--- config.mk ---
export PLATFORM = sky130hd
export DESIGN_NAME = decoder_seq
export DESIGN_NICKNAME = d
export VERILOG_FILES = /design/src/rtl/decoder_seq.sv
export SDC_FILE = /design/constraint.sdc
export NUM_CORES = 1
export LEC_CHECK = 0
export BUFFER_PORTS_ARGS = -buffer_cell sky130_fd_sc_hd__clkbuf_2
export CORE_MARGIN = 2
export CORE_UTILIZATION = 35
export DETAILED_ROUTE_END_ITERATION = 8
export SYNTH_ARGS = -nofsm -noshare
export SYNTH_HDL_FRONTEND = slang
export SYNTH_SLANG_ARGS = --single-unit
--- constraint.sdc ---
create_clock -name CLK -period 2.3 [get_ports CLK]
set_clock_uncertainty 0.05 [all_clocks]
set_input_delay 0.115 -clock CLK [delete_from_list [all_inputs] [get_ports CLK]]
set_output_delay 0.115 -clock CLK [all_outputs]
set_load 0.02 [all_outputs]
--- src/rtl/decoder_seq.sv ---
// rtl/decoder_seq.sv - registered N-to-2^N one-hot decoder with direct, pulse and scan modes
// Define DECODER_ACTIVE_LOW_EN to drive OP as active-low selects (idle value all ones).
module decoder_seq #(
  parameter int N         = 3,
  parameter int PULSE_LEN = 2,
  parameter int DWELL     = 4
) (
  input  logic              CLK,
  input  logic              RST,
  input  logic              EN,
  input  logic [1:0]        MODE,
  input  logic [N-1:0]      SEL,
  input  logic              LOAD,
  output logic [(1<<N)-1:0] OP,
  output logic [N-1:0]      IDX,
  output logic              VALID,
  output logic              BUSY
);
  localparam int W    = 1 << N;
  localparam int CMAX = (PULSE_LEN > DWELL) ? PULSE_LEN : DWELL;
  localparam int CW   = (CMAX > 1) ? $clog2(CMAX) : 1;
  localparam logic [CW-1:0] PULSE_RELOAD = CW'(PULSE_LEN - 1);
  localparam logic [CW-1:0] DWELL_RELOAD = CW'(DWELL - 1);
  localparam logic [CW-1:0] CNT_ONE      = CW'(1);
  localparam logic [N-1:0]  IDX_ONE      = N'(1);
  localparam logic [W-1:0]  OP_ONE       = W'(1);

  typedef enum logic [2:0] {IDLE, DIRECT, PULSE, SCAN, HOLD} state_t;

  state_t        state, state_d;
  logic [1:0]    mode_q;
  logic [CW-1:0] cnt, cnt_d;
  logic [N-1:0]  idx_q, idx_d;
  logic [W-1:0]  op_q, op_d;
  logic [N-1:0]  idx_out_d;
  logic          valid_d, busy_d;

  always_ff @(posedge CLK) begin
    if (RST) begin
      state  <= IDLE;
      mode_q <= 2'b00;
      cnt    <= '0;
      idx_q  <= '0;
      op_q   <= '0;
      IDX    <= '0;
      VALID  <= 1'b0;
      BUSY   <= 1'b0;
    end else begin
      state  <= state_d;
      mode_q <= MODE;
      cnt    <= cnt_d;
      idx_q  <= idx_d;
      op_q   <= op_d;
      IDX    <= idx_out_d;
      VALID  <= valid_d;
      BUSY   <= busy_d;
    end
  end

  // Disable or any mode change always lands in IDLE first, giving one zero cycle.
  always_comb begin
    state_d = state;
    cnt_d   = cnt;
    idx_d   = idx_q;
    if (!EN || (MODE != mode_q)) begin
      state_d = IDLE;
      cnt_d   = '0;
      idx_d   = '0;
    end else begin
      case (MODE)
        2'b00: begin
          state_d = DIRECT;
          idx_d   = SEL;
          cnt_d   = '0;
        end
        2'b01: begin
          if (state == PULSE) begin
            if (cnt == '0) begin
              state_d = IDLE;
              idx_d   = '0;
            end else begin
              cnt_d = cnt - CNT_ONE;
            end
          end else if (LOAD) begin
            state_d = PULSE;
            idx_d   = SEL;
            cnt_d   = PULSE_RELOAD;
          end else begin
            state_d = IDLE;
          end
        end
        2'b10: begin
          if (state == SCAN) begin
            if (cnt == '0) begin
              idx_d = idx_q + IDX_ONE;
              cnt_d = DWELL_RELOAD;
            end else begin
              cnt_d = cnt - CNT_ONE;
            end
          end else begin
            state_d = SCAN;
            idx_d   = SEL;
            cnt_d   = DWELL_RELOAD;
          end
        end
        default: state_d = HOLD;
      endcase
    end
  end

  always_comb begin
    op_d      = '0;
    idx_out_d = '0;
    valid_d   = 1'b0;
    busy_d    = 1'b0;
    case (state_d)
      DIRECT, PULSE, SCAN: begin
        op_d      = OP_ONE << idx_d;
        idx_out_d = idx_d;
        valid_d   = 1'b1;
        busy_d    = (state_d != DIRECT);
      end
      HOLD: begin
        op_d      = op_q;
        idx_out_d = IDX;
        valid_d   = VALID;
        busy_d    = BUSY;
      end
      default: ;
    endcase
  end

`ifdef DECODER_ACTIVE_LOW_EN
  assign OP = ~op_q;
`else
  assign OP = op_q;
`endif

endmodule

# --- After elaboration in Yosys (flattened, before gate mapping) ---
# Index checks and enable logic that the tools add are counted.
word_totals:
  reg_bits: 23
  latchBits: 0
  ram_bits: 0
  romBits: 0
  inputBits: 9
  out_inout_bits: 13
  word_cells: 54
  mem_count: 0
op_classes:
  addsub: 2
  mul: 0
  n_div: 0
  n_lt_le_gt_ge: 0
  eq_ne: 12
  shifts: 1
  n_mux: 23
  bitwise_logic: 0
  reduce_logical: 8
ops:
  columns: ["op", "count"]
  rows:
  - ["3-bit two-way mux", 10]
  - ["3-bit case mux with 3 select lines", 2]
  - ["8-bit case mux with 2 select lines", 1]
  - ["3-bit by 2-bit == test with 1-bit output (second input constant)", 4]
  - ["2-bit two-way mux", 6]
  - ["1-bit by 3-bit left shift with 8-bit output (first input constant)", 1]
  - ["3-bit != test (second input constant)", 2]
  - ["2-bit case mux with 3 select lines", 1]
  - ["3-bit case mux with 2 select lines", 1]
  - ["2-bit logical NOT", 2]
  - ["1-bit case mux with 2 select lines", 2]
  - ["3-bit by 1-bit adder with 3-bit output (second input constant)", 1]
  - ["3-bit by 1-bit == test with 1-bit output (second input constant)", 1]
  - ["3-bit == test (second input constant)", 1]
  - ["3-bit by 1-bit != test with 1-bit output (second input constant)", 1]
  - ["3-bit AND reduction", 1]
  - ["3-bit nonzero test", 1]
  - ["3-bit OR reduction", 1]
  - ["2-bit by 1-bit == test with 1-bit output (second input constant)", 1]
  - ["2-bit == test (second input constant)", 1]
  - ["2-bit != test", 1]
  - ["2-bit OR reduction", 1]
  - ["2-bit by 1-bit subtractor with 2-bit output (second input constant)", 1]
  - ["1-bit logical NOT", 1]
  - ["1-bit logical OR", 1]

# --- Depth between registers and ports, before layout ---
# Gate-level depths: netlist of the first run.
logic_depth:
  depth_word: 8
  depth_mapped: 9
  mapped_depth_nobuf: 9

# --- Least setup slack after synthesis of the first run ---
# OpenSTA, ideal clock, no wires.
synth_timing:
  path_kind: "register to register"
  from: "register cnt[0]"
  to: "register op_q[5], in the netlist OP[5]"
  setup_ns: 0.117
  arrival_time_ns: 1.875
  t_required_ns: 2.133
  slack_ns: 0.257
  path_stages_with_launch: 9
  n_path_buf: 0
  synth_period_minus_slack_ns: 2.043
  path_cell_list: "dfxtp_1 -> inv_1 -> ha_1 -> inv_1 -> ha_1 -> or4b_1 -> o211ai_1 -> a311oi_4 -> a32o_1"
synth_via:
  elab_chain_len: 8
  word_cells_on_any_way: 18
  cone_classes: "eq/ne (4); shift (1); mux (11); reduce/logical (2)"
synth_lines:
  columns: ["item", "line_no", "source"]
  rows:
  - ["start, declared", "32", "logic [CW-1:0] cnt, cnt_d;"]
  - ["start signal, assigned", "51", "cnt <= cnt_d;"]
  - ["2-bit logical NOT *", "78, 94", null]
  - ["3-bit two-way mux", "78", "if (cnt == '0) begin"]
  - ["3-bit two-way mux", "77", "if (state == PULSE) begin"]
  - ["3-bit case mux with 3 select lines", "70", "case (MODE)"]
  - ["3-bit two-way mux", "65", "if (!EN || (MODE != mode_q)) begin"]
  - ["3-bit by 1-bit == test with 1-bit output or 3-bit by 2-bit == test with 1-bit output (tied branches)", "116", "case (state_d)"]
  - ["3-bit OR reduction", "116", null]
  - ["8-bit case mux with 2 select lines", "116", null]
  - ["end signal, assigned", "53", "op_q <= op_d;"]
  - ["end, declared", "34", "logic [W-1:0] op_q, op_d;"]
# Mark *: on every way between the ends. The rest lies on a longest branch, timed or not.
# A chain may end at the register's enable or synchronous reset.

# --- Worst setup path after layout of the first run ---
layout_timing:
  from: "register cnt[0]"
  to: "register op_q[7], in the netlist OP[7]"
# The elaborated chain is that of the path after synthesis.

==> impl_metrics.py, run 1 <==
metrics = {
    "setup_path": {
        "startpoint_type": "flip-flop",
        "r2r-end": "OP[7]$_SDFFE_PP0P_",
        "worst-endpoint-required_ps": 2470,
        "critical-path-slowest-cell": "or4b_1",
        "timing.critical_path.slowest_cell_delay_ps": 480,
        "cp.arrival_ps": 2390,
        "critical_path_type": "reg2reg",
        "cp-startpoint": "cnt[0]$_SDFFE_PP0P_",
        "critPathCaptureType": "flip-flop",
        "worst_r2r_startpoint": "cnt[0]$_SDFFE_PP0P_",
        "cp_common_cell": "inv_1",
        "critical_path.cell_chain": "inv_1 -> ha_4 -> inv_1 -> ha_1 -> or4b_1 -> o211ai_1 -> a311oi_4 -> buf_4 -> a32o_1",
        "worstRegToRegCells": 9,
        "critical_path.max_fanout": 5,
        "rrSetupSlack_ps": 80,
    },
    "power_and_ir_drop": {
        "internal_power_mw": 0.509,
        "netSwitchingPower_mw": 0.187,
        "power_per_cell_area_nw_per_um2": 476,
        "clock_power_share": 0.275,
        "combinational_power_share": 0.137,
        "leakagePower_nw": 0.609,
        "share_seq_of_total_power": 0.588,
        "vdd_ir_drop_max_uv": 233,
        "swShare": 0.269,
    },
    "sta": {
        "final_min_period_over_clock_period": 0.964,
        "final_period_minus_worst_setup_slack_ps": 2220,
        "setup_violations": 0,
        "rsz_0062_raised_after_global_routing": "false",
        "worst-slew-pin-transition_ps": 456,
        "finalSetupTns_ps": 0,
        "report.final.slew_viol_count": 0,
        "number_of_failing_hold_endpoints_at_the_final_stage": 0,
        "achievable-frequency_mhz": 451,
        "timing.slew.headroom": 0.696,
    },
    "min_path": {
        "timing.hold.worst.start": "MODE[0]",
        "timing.hold.worst_endpoint": "mode_q[0]$_SDFF_PP0_",
        "hold_path_class": "in2reg",
        "timing.hold.worst_path_depth": 3,
    },
    "clock_tree": {
        "tritoncts": "built",
        "clk_transition_reported_paths_ps": 130,
        "tritoncts.num_buffers": 3,
        "clock_insertion_delay_worst_skew_ps": 320,
        "tritoncts_num_sinks": 23,
        "cts-root-to-sink-buffers": 2,
        "root_buffer": "clkbuf_4",
        "ctsHtreeMaxLevel": 1,
    },
    "logic_synthesis": {
        "async_flop_share": 0,
        "synth.top_cells.by_area": "dfxtp_1 (38%), ha_1 (7.2%), a32o_1 (3.3%), a21oi_1 (2.9%), mux2i_1 (2.5%)",
        "netlist_instances": 122,
        "synth.ff_latch_count": 23,
        "synth.distinct_cells": 46,
        "synth_flop_cell": "dfxtp_1",
        "netlist.top_cell.by_area": "dfxtp_1",
        "syn-mean-instance-area_um2": 10.0,
        "post-synth-top-count-cell": "dfxtp_1",
        "share_of_the_yosys_chip_area_belonging_to_registers": 0.376,
        "syn_area_um2": 1220,
        "ys.warnings.count": 0,
        "synth-edff-count": 0,
        "synth.net_count": 138,
        "netlist.area_leader.share": 0.376,
        "netlist_top_cells_count": "dfxtp_1 (23), nor2_1 (8)",
    },
    "layout": {
        "final_cell_count_no_fill": 197,
        "post_layout_nets": 168,
        "area.growth.synth_to_final_pct": 19.5,
        "final_design_area_no_fill_um2": 1460,
        "share_of_post_route_cells_with_drive_strength_above_1": 0.305,
        "register_area_um2": 460,
        "multi_input_comb_area_um2": 727,
        "insertedDiodeCount": 0,
        "num-fill-cells": 342,
    },
    "route": {
        "drt-initial-drc-count": 51,
        "vias_per_cell": 5.54,
        "wirelength_um": 2920,
        "drt-wirelength-per-cell_um": 14.8,
        "vias": 1091,
        "post-route-drc-count": 0,
        "drt-pass1-iter-count": 6,
        "drt.antenna.violating_nets": 0,
    },
    "placement": {
        "dpl.cell_count": 189,
        "placement.cell_area_um2": 1390,
        "io_buffer_count": 21,
        "dp_hpwl_um": 2110,
        "gpl.final_weighted_congestion": 0.820,
    },
    "die": {
        "floorplan.initialDensity": 0.367,
        "dieHeight_um": 63.1,
        "core_region_area_um2": 3340,
        "die_w_um": 63.1,
        "fp.dieArea_um2": 3990,
        "std_cell_rows": 21,
        "pin_count": 22,
    },
    "outcome": {
        "outcome": "complete, no violations",
    },
    "global_routing": {
        "grt_first_pass_wirelength_um": 4870,
        "maximum_number_of_pins_on_one_net_before_global_route_repair": 15,
        "track_usage": 0.151,
        "grt.overflow.total": 0,
        "initial_antenna_violation_count": 0,
        "grt_pass1_vias": 1043,
    },
    "flow_run": {
        "timing.max_cap.violations": 0,
    },
}
## power groups by stage
stage	combinational (mW)	clock, mW	sequential (mW)
floorplan	0.0609	0	0.419
global placement	0.0885	0	0.418
detailed placement	0.0903	0	0.418
CTS	0.0920	0.199	0.409
global route	0.105	0.217	0.410
finish	0.0956	0.191	0.409
## per-layer routing
layer / track usage / share of wire / wire length, um
met1: 0.197 / 0.48 / 1400
met2: 0.237 / 0.45 / 1320
met3: 0.0304 / 0.048 / 139
met4: 0.0778 / 0.021 / 61
met5: 0 / 0 / 0
## area by class of cell
| class | instances | share of cell area |
|---|---|---|
| multi-input combinational | 88 | 0.497 |
| sequential | 23 | 0.315 |
| timing repair buffer | 28 | 0.109 |
| tap | 46 | 0.0393 |
| inverter | 8 | 0.0205 |
| clock buffer | 3 | 0.0154 |
| clock inverter | 1 | 0.00342 |
## flip-flops by register name (all words and copies together) (netlist names)
name	flops
VALID	1
IDX	3
idx_q	3
mode_q	2
state	3
OP	8
cnt	2
BUSY	1
## cell usage in the layout, fill, tap and decap left out, types with 2 or more instances in the layout
cell,n
xnor2_1,2
dfxtp_1,23
nand2b_1,2
a221oi_1,2
nand3_1,3
clkbuf_2,21
mux2i_1,3
nand2_1,7
a21o_1,3
nor3_1,2
a21oi_1,7
nand4b_1,2
a22o_1,2
clkbuf_4,3
ha_1,6
o31ai_1,4
buf_4,6
o211ai_1,4
inv_1,7
a32o_1,4
nor2_1,8
nor3b_1,2
## per-stage QoR
step / worst slack (ps) / util / hold WS (ps) / power [mW]
after detailed placement: 58.1 / 0.417 / 316 / 0.508
after floorplan: 257 / - / 132 / 0.479
after CTS: 14.2 / 0.428 / 46.6 / 0.700
after global placement: 119 / 0.417 / 306 / 0.506
after global routing: 4.21 / 0.438 / 44.6 / 0.732
final: 83.1 / 0.438 / 46.5 / 0.696
## worst max-delay path by stage
stage	endpoint	slack, ps	cells after the start
2_1_floorplan	OP[5]$_SDFFE_PP0P_	260	8
3_3_place_gp	OP[4]$_SDFFE_PP0P_	120	9
3_5_place_dp	OP[6]$_SDFFE_PP0P_	60	9
4_1_cts	OP[1]$_SDFFE_PP0P_	10	9
5_1_grt	OP[7]$_SDFFE_PP0P_	4	9
6_report	OP[7]$_SDFFE_PP0P_	80	9
## cells by family after synthesis
group                      Yosys count  share of synthesized area
DFF                                 23                      0.376
and+or+nand+nor                     37                      0.195
AOI/OAI and AO/OA                   38                      0.269
muxes                                4                     0.0337
buffers and inverters               11                     0.0399
adders and majority gates            7                     0.0716
xor gates and xnor gates             2                     0.0143
## repair_timing
item	CTS	global route
endpoints found under the setup margin	0	9
buffers inserted	0	3
hold buffers	1	0
resized for setup	0	2
endpoints found under the hold margin	4	0
## worst max-delay path: cells and delay by family (launching register included)
| family | cells | cell delay, ps |
|---|---|---|
| fa+ha+maj | 2 | 330 |
| flops | 1 | 350 |
| simple gates | 1 | 480 |
| buf+inv | 3 | 320 |
| compound gates | 3 | 580 |
(Power assumes the default switching activity.)
==> run 2, diff against run 1 <==
--- a/config.mk
+++ b/config.mk
@@ -6,9 +6,9 @@
 export NUM_CORES = 1
 export LEC_CHECK = 0
 export BUFFER_PORTS_ARGS = -buffer_cell sky130_fd_sc_hd__clkbuf_2
-export CORE_MARGIN = 2
 export CORE_UTILIZATION = 35
 export DETAILED_ROUTE_END_ITERATION = 8
+export SLEW_MARGIN = 20
 export SYNTH_ARGS = -nofsm -noshare
 export SYNTH_HDL_FRONTEND = slang
 export SYNTH_SLANG_ARGS = --single-unit
==> run 2 against run 1 <==
Net effect:
- setup slack gained 27 ps
- global-route usage rose by 1.3 points
- routed wire length down 4.5%
- critical path type unchanged
- critical endpoint is now OP[6]$_SDFFE_PP0P_
- highest routed layer unchanged
==> impl_metrics.py, run 2 (synthesis gave the netlist of run 1 again) <==
metrics = {
    "outcome": {
        "outcome": "complete, no violations",
    },
    "global_routing": {
        "grt_pass1_vias": 1016,
        "grt_first_pass_wirelength_um": 4620,
        "maximum_number_of_pins_on_one_net_before_global_route_repair": 15,
        "initial_antenna_violation_count": 0,
        "grt.overflow.total": 0,
        "track_usage": 0.165,
    },
    "sta": {
        "number_of_failing_hold_endpoints_at_the_final_stage": 0,
        "setup_violations": 0,
        "final_period_minus_worst_setup_slack_ps": 2190,
        "report.final.slew_viol_count": 0,
        "final_min_period_over_clock_period": 0.952,
        "timing.slew.headroom": 0.679,
        "worst-slew-pin-transition_ps": 482,
        "achievable-frequency_mhz": 457,
    },
    "clock_tree": {
        "clock_insertion_delay_worst_skew_ps": 310,
        "tritoncts": "built",
        "clk_transition_reported_paths_ps": 140,
        "tritoncts_num_sinks": 23,
        "root_buffer": "clkbuf_4",
        "cts-root-to-sink-buffers": 2,
        "ctsHtreeMaxLevel": 1,
        "tritoncts.num_buffers": 3,
    },
    "placement": {
        "dpl.cell_count": 190,
        "dp_hpwl_um": 2090,
        "io_buffer_count": 21,
        "gpl.final_weighted_congestion": 0.829,
    },
    "layout": {
        "multi_input_comb_area_um2": 727,
        "final_cell_count_no_fill": 197,
        "register_area_um2": 462,
        "share_of_post_route_cells_with_drive_strength_above_1": 0.318,
        "mostFrequentLayoutCells": "dfxtp_1 (22), clkbuf_2 (21), nor2_1 (8), a21oi_1 (7), nand2_1 (7)",
        "layout.core_utilization": 0.439,
        "num-fill-cells": 351,
        "insertedDiodeCount": 0,
        "largest_register_ff_count": 8,
        "most_common_library_cell_in_the_layout_ignoring_fill_and_taps": "dfxtp_1",
        "area.growth.synth_to_final_pct": 19.6,
        "post_layout_nets": 168,
    },
    "die": {
        "dieHeight_um": 61.1,
        "pin_count": 22,
        "floorplan.initialDensity": 0.367,
        "fp.dieArea_um2": 3740,
        "std_cell_rows": 21,
        "die_w_um": 61.1,
        "core_region_area_um2": 3340,
    },
    "flow_run": {
        "timing.max_cap.violations": 0,
    },
    "route": {
        "drt-initial-drc-count": 25,
        "drt.antenna.violating_nets": 0,
        "wirelength_um": 2790,
        "drt-wirelength-per-cell_um": 14.1,
        "post-route-drc-count": 0,
        "drt-pass1-iter-count": 4,
        "vias_per_cell": 5.43,
        "vias": 1070,
    },
    "setup_path": {
        "cp.arrival_ps": 2360,
        "worst-endpoint-required_ps": 2470,
        "timing.critical_path.slowest_cell_delay_ps": 490,
        "critical-path-slowest-cell": "a311oi_4",
        "startpoint_type": "flip-flop",
        "cpLargestDelayFamily": "compound AO/OA/AOI/OAI gates",
        "critical_path.max_fanout": 6,
        "critical_path_type": "reg2reg",
        "cp_common_cell": "inv_1",
        "critical_path.n_buffers_inverters": 3,
        "critPathCaptureType": "flip-flop",
        "critical_path.cell_chain": "inv_1 -> ha_4 -> inv_1 -> ha_1 -> nand4b_1 -> o211ai_1 -> a311oi_4 -> inv_2 -> a32o_1",
    },
    "min_path": {
        "hold_path_class": "in2reg",
    },
    "power_and_ir_drop": {
        "vdd_ir_drop_max_uv": 219,
        "power_per_cell_area_nw_per_um2": 477,
        "leakagePower_nw": 0.610,
    },
}
run 2: per-stage QoR:
step | hold WS (ps) | worst slack, ps | setup TNS, ps | cell area (um2) | power (mW)
5_1_grt | 55.0 | -8.33 | -8.33 | 1460 | 0.730
3_3_place_gp | 304 | 128 | 0 | 1400 | 0.508
2_1_floorplan | 132 | 257 | 0 | 1220 | 0.479
3_5_place_dp | 308 | 40.3 | 0 | 1400 | 0.509
4_1_cts | 51.9 | 13.3 | 0 | 1440 | 0.699
6_report | 45.0 | 110 | 0 | 1460 | 0.698
run 2: tightest hold or removal path, delay by kind of cell:
| family | cells | cell delay, ps |
|---|---|---|
| buffers and inverters | 2 | 210 |
| AND/OR/NAND/NOR | 1 | 50 |
run 2: final timing paths:
path	startpoint	slack, ps	cells after the start	end
setup / recovery	cnt[0]$_SDFFE_PP0P_	110	9	OP[6]$_SDFFE_PP0P_
hold / removal	MODE[1]	50	3	mode_q[1]$_SDFF_PP0_
setup reg to reg	cnt[0]$_SDFFE_PP0P_	110	9	OP[6]$_SDFFE_PP0P_
hold reg to reg	VALID$_SDFFE_PP0P_	420	1	VALID$_SDFFE_PP0P_
run 2: report_power, final:
| group | total [mW] | internal (mW) | switching, mW |
|---|---|---|---|
| clock | 0.194 | 0.0650 | 0.129 |
| sequential | 0.409 | 0.404 | 0.00507 |
| combinational | 0.0949 | 0.0402 | 0.0548 |
run 2: area by class of cell:
type,instances,area share
Inverter,8,0.0205
Clock inverter,1,0.00342
Multi-Input combinational cell,88,0.497
Clock buffer,3,0.0154
Sequential cell,23,0.315
Tap cell,46,0.0393
Timing Repair Buffer,28,0.109
run 2: what timing repair did:
item / CTS / global route
setup endpoints to repair: 0 / 10
endpoints found under the hold margin: 4 / 0
hold buffers: 1 / 0
buffers inserted: 0 / 2
gates resized for setup: 0 / 4
run 2: metal layers:
metal / GRT usage / wire (um) / vias to the layer above
met3: 0.0252 / 108 / 2
met1: 0.223 / 1320 / 517
met4: 0.0422 / 8 / 0
li1: - / - / 524
met2: 0.273 / 1350 / 27
met5: 0 / 0 / -
==> run 3, diff against run 2 <==
--- a/config.mk
+++ b/config.mk
@@ -8,6 +8,7 @@
 export BUFFER_PORTS_ARGS = -buffer_cell sky130_fd_sc_hd__clkbuf_2
 export CORE_UTILIZATION = 35
 export DETAILED_ROUTE_END_ITERATION = 8
+export MAX_ROUTING_LAYER = met4
 export SLEW_MARGIN = 20
 export SYNTH_ARGS = -nofsm -noshare
 export SYNTH_HDL_FRONTEND = slang
==> run 3 against run 2 <==
Net effect:
- sequential share of layout area did not move
- fmax grew 0.83%
- sequential power about the same
- first-iteration DRC count is 12% lower
- highest routed layer is now met3
- setup slack improved by 18 ps
- via count decreased by 0.56%
- sequential cell count unchanged
- routed wire length is 0.75% lower
- cell area unchanged
==> impl_metrics.py, run 3 (synthesis gave the netlist of run 1 again) <==
metrics = {
    "die": {
        "fp.dieArea_um2": 3740,
        "pin_count": 22,
        "dieHeight_um": 61.1,
        "core_region_area_um2": 3340,
        "floorplan.initialDensity": 0.367,
        "die_w_um": 61.1,
        "std_cell_rows": 21,
    },
    "flow_run": {
        "timing.max_cap.violations": 0,
    },
    "power_and_ir_drop": {
        "total_power_of_the_final_layout_mw": 0.697,
        "leakagePower_nw": 0.610,
        "vdd_ir_drop_max_uv": 219,
        "power_per_cell_area_nw_per_um2": 476,
    },
    "sta": {
        "worst-slew-pin-transition_ps": 484,
        "report.final.slew_viol_count": 0,
        "setup_violations": 0,
        "post-route-worst-setup-slack_ps": 128,
        "number_of_failing_hold_endpoints_at_the_final_stage": 0,
        "hold_slack_ps": 46.8,
        "finalSetupTns_ps": 0,
        "final_min_period_over_clock_period": 0.944,
        "timing.slew.headroom": 0.677,
        "achievable-frequency_mhz": 460,
        "final_period_minus_worst_setup_slack_ps": 2170,
    },
    "setup_path": {
        "worst_r2r_startpoint": "cnt[0]$_SDFFE_PP0P_",
        "startpoint_type": "flip-flop",
        "rrSetupSlack_ps": 130,
        "worstRegToRegCells": 9,
        "cp.arrival_ps": 2340,
        "critPathCaptureType": "flip-flop",
        "r2r-end": "OP[6]$_SDFFE_PP0P_",
        "worst-endpoint-required_ps": 2470,
        "critical_path.max_fanout": 6,
        "critical_path_type": "reg2reg",
    },
    "route": {
        "wirelength_um": 2770,
        "post-route-drc-count": 0,
        "vias_per_cell": 5.40,
        "drt.antenna.violating_nets": 0,
        "vias": 1064,
        "drt-wirelength-per-cell_um": 14.0,
        "drt-initial-drc-count": 22,
        "drt-pass1-iter-count": 4,
    },
    "placement": {
        "dp_hpwl_um": 2090,
        "placement.cell_area_um2": 1400,
        "dpl.cell_count": 190,
        "pre_cts_slack_ps": 40.3,
        "gpl.final_weighted_congestion": 0.842,
        "io_buffer_count": 21,
    },
    "layout": {
        "num-fill-cells": 351,
        "mostFrequentLayoutCells": "dfxtp_1 (22), clkbuf_2 (21), nor2_1 (8), a21oi_1 (7), nand2_1 (7)",
        "insertedDiodeCount": 0,
        "final_cell_count_no_fill": 197,
        "layout.core_utilization": 0.439,
        "area.growth.synth_to_final_pct": 19.6,
        "share_of_post_route_cells_with_drive_strength_above_1": 0.318,
        "largest_register_ff_count": 8,
        "most_common_library_cell_in_the_layout_ignoring_fill_and_taps": "dfxtp_1",
        "register_area_um2": 462,
        "multi_input_comb_area_um2": 727,
        "post_layout_nets": 168,
        "final_design_area_no_fill_um2": 1460,
    },
    "clock_tree": {
        "root_buffer": "clkbuf_4",
        "tritoncts.num_buffers": 3,
        "tritoncts_num_sinks": 23,
        "clock_insertion_delay_worst_skew_ps": 310,
        "tritoncts": "built",
        "cts-root-to-sink-buffers": 2,
        "ctsHtreeMaxLevel": 1,
        "clk_transition_reported_paths_ps": 140,
    },
    "global_routing": {
        "maximum_number_of_pins_on_one_net_before_global_route_repair": 15,
        "track_usage": 0.169,
        "grt_pass1_vias": 1018,
        "grt_first_pass_wirelength_um": 4620,
        "grt.overflow.total": 0,
        "initial_antenna_violation_count": 0,
    },
    "min_path": {
        "timing.hold.worst_path_depth": 3,
        "timing.hold.worst.start": "MODE[1]",
        "timing.hold.worst_endpoint": "mode_q[1]$_SDFF_PP0_",
        "hold_path_class": "in2reg",
    },
    "outcome": {
        "outcome": "complete, no violations",
    },
}
[run 3: power by group]
group	switching (mW)	total [mW]	internal [mW]
clock	0.128	0.193	0.0650
sequential	0.00513	0.409	0.404
combinational	0.0547	0.0949	0.0402
total	0.188	0.697	0.509
[run 3: metal layers]
| layer | GRT usage | wire [um] | vias to the layer above |
|---|---|---|---|
| li1 | - | - | 524 |
| met1 | 0.221 | 1330 | 513 |
| met2 | 0.275 | 1330 | 27 |
| met3 | 0.0252 | 106 | 0 |
| met4 | 0.0422 | 0 | 0 |
| met5 | - | 0 | - |
[run 3: layout make-up]
| cell class | count | area share |
|---|---|---|
| Clock buffer | 3 | 0.0154 |
| Clock inverter | 1 | 0.00342 |
| Inverter | 8 | 0.0205 |
| Multi-Input combinational cell | 88 | 0.497 |
| Sequential cell | 23 | 0.315 |
| Tap cell | 46 | 0.0393 |
| Timing Repair Buffer | 28 | 0.109 |
[run 3: worst max path at each step]
stage	depth (start not counted)	slack, ps	from	end
6_report	9	130	cnt[0]$_SDFFE_PP0P_	OP[6]$_SDFFE_PP0P_
4_1_cts	9	10	cnt[0]$_SDFFE_PP0P_	OP[6]$_SDFFE_PP0P_
2_1_floorplan	8	260	cnt[0]$_SDFFE_PP0P_	OP[5]$_SDFFE_PP0P_
3_5_place_dp	9	40	cnt[0]$_SDFFE_PP0P_	OP[6]$_SDFFE_PP0P_
3_3_place_gp	9	130	cnt[0]$_SDFFE_PP0P_	OP[4]$_SDFFE_PP0P_
5_1_grt	9	-8	cnt[0]$_SDFFE_PP0P_	OP[6]$_SDFFE_PP0P_
[run 3: worst max-delay path: stages (launching register included)]
cell      delay, ps
dfxtp_2         350
inv_1            90
ha_4            180
inv_1            50
ha_1            260
nand4b_1        100
o211ai_1        130
a311oi_4        470
inv_2           110
a32o_1          270
[run 3: timing repair]
item                       in CTS  in global routing
setup endpoints to repair       0                 10
hold buffers                    1                  0
resized for setup               0                  4
setup buffers                   0                  2
hold endpoints to repair        4                  0
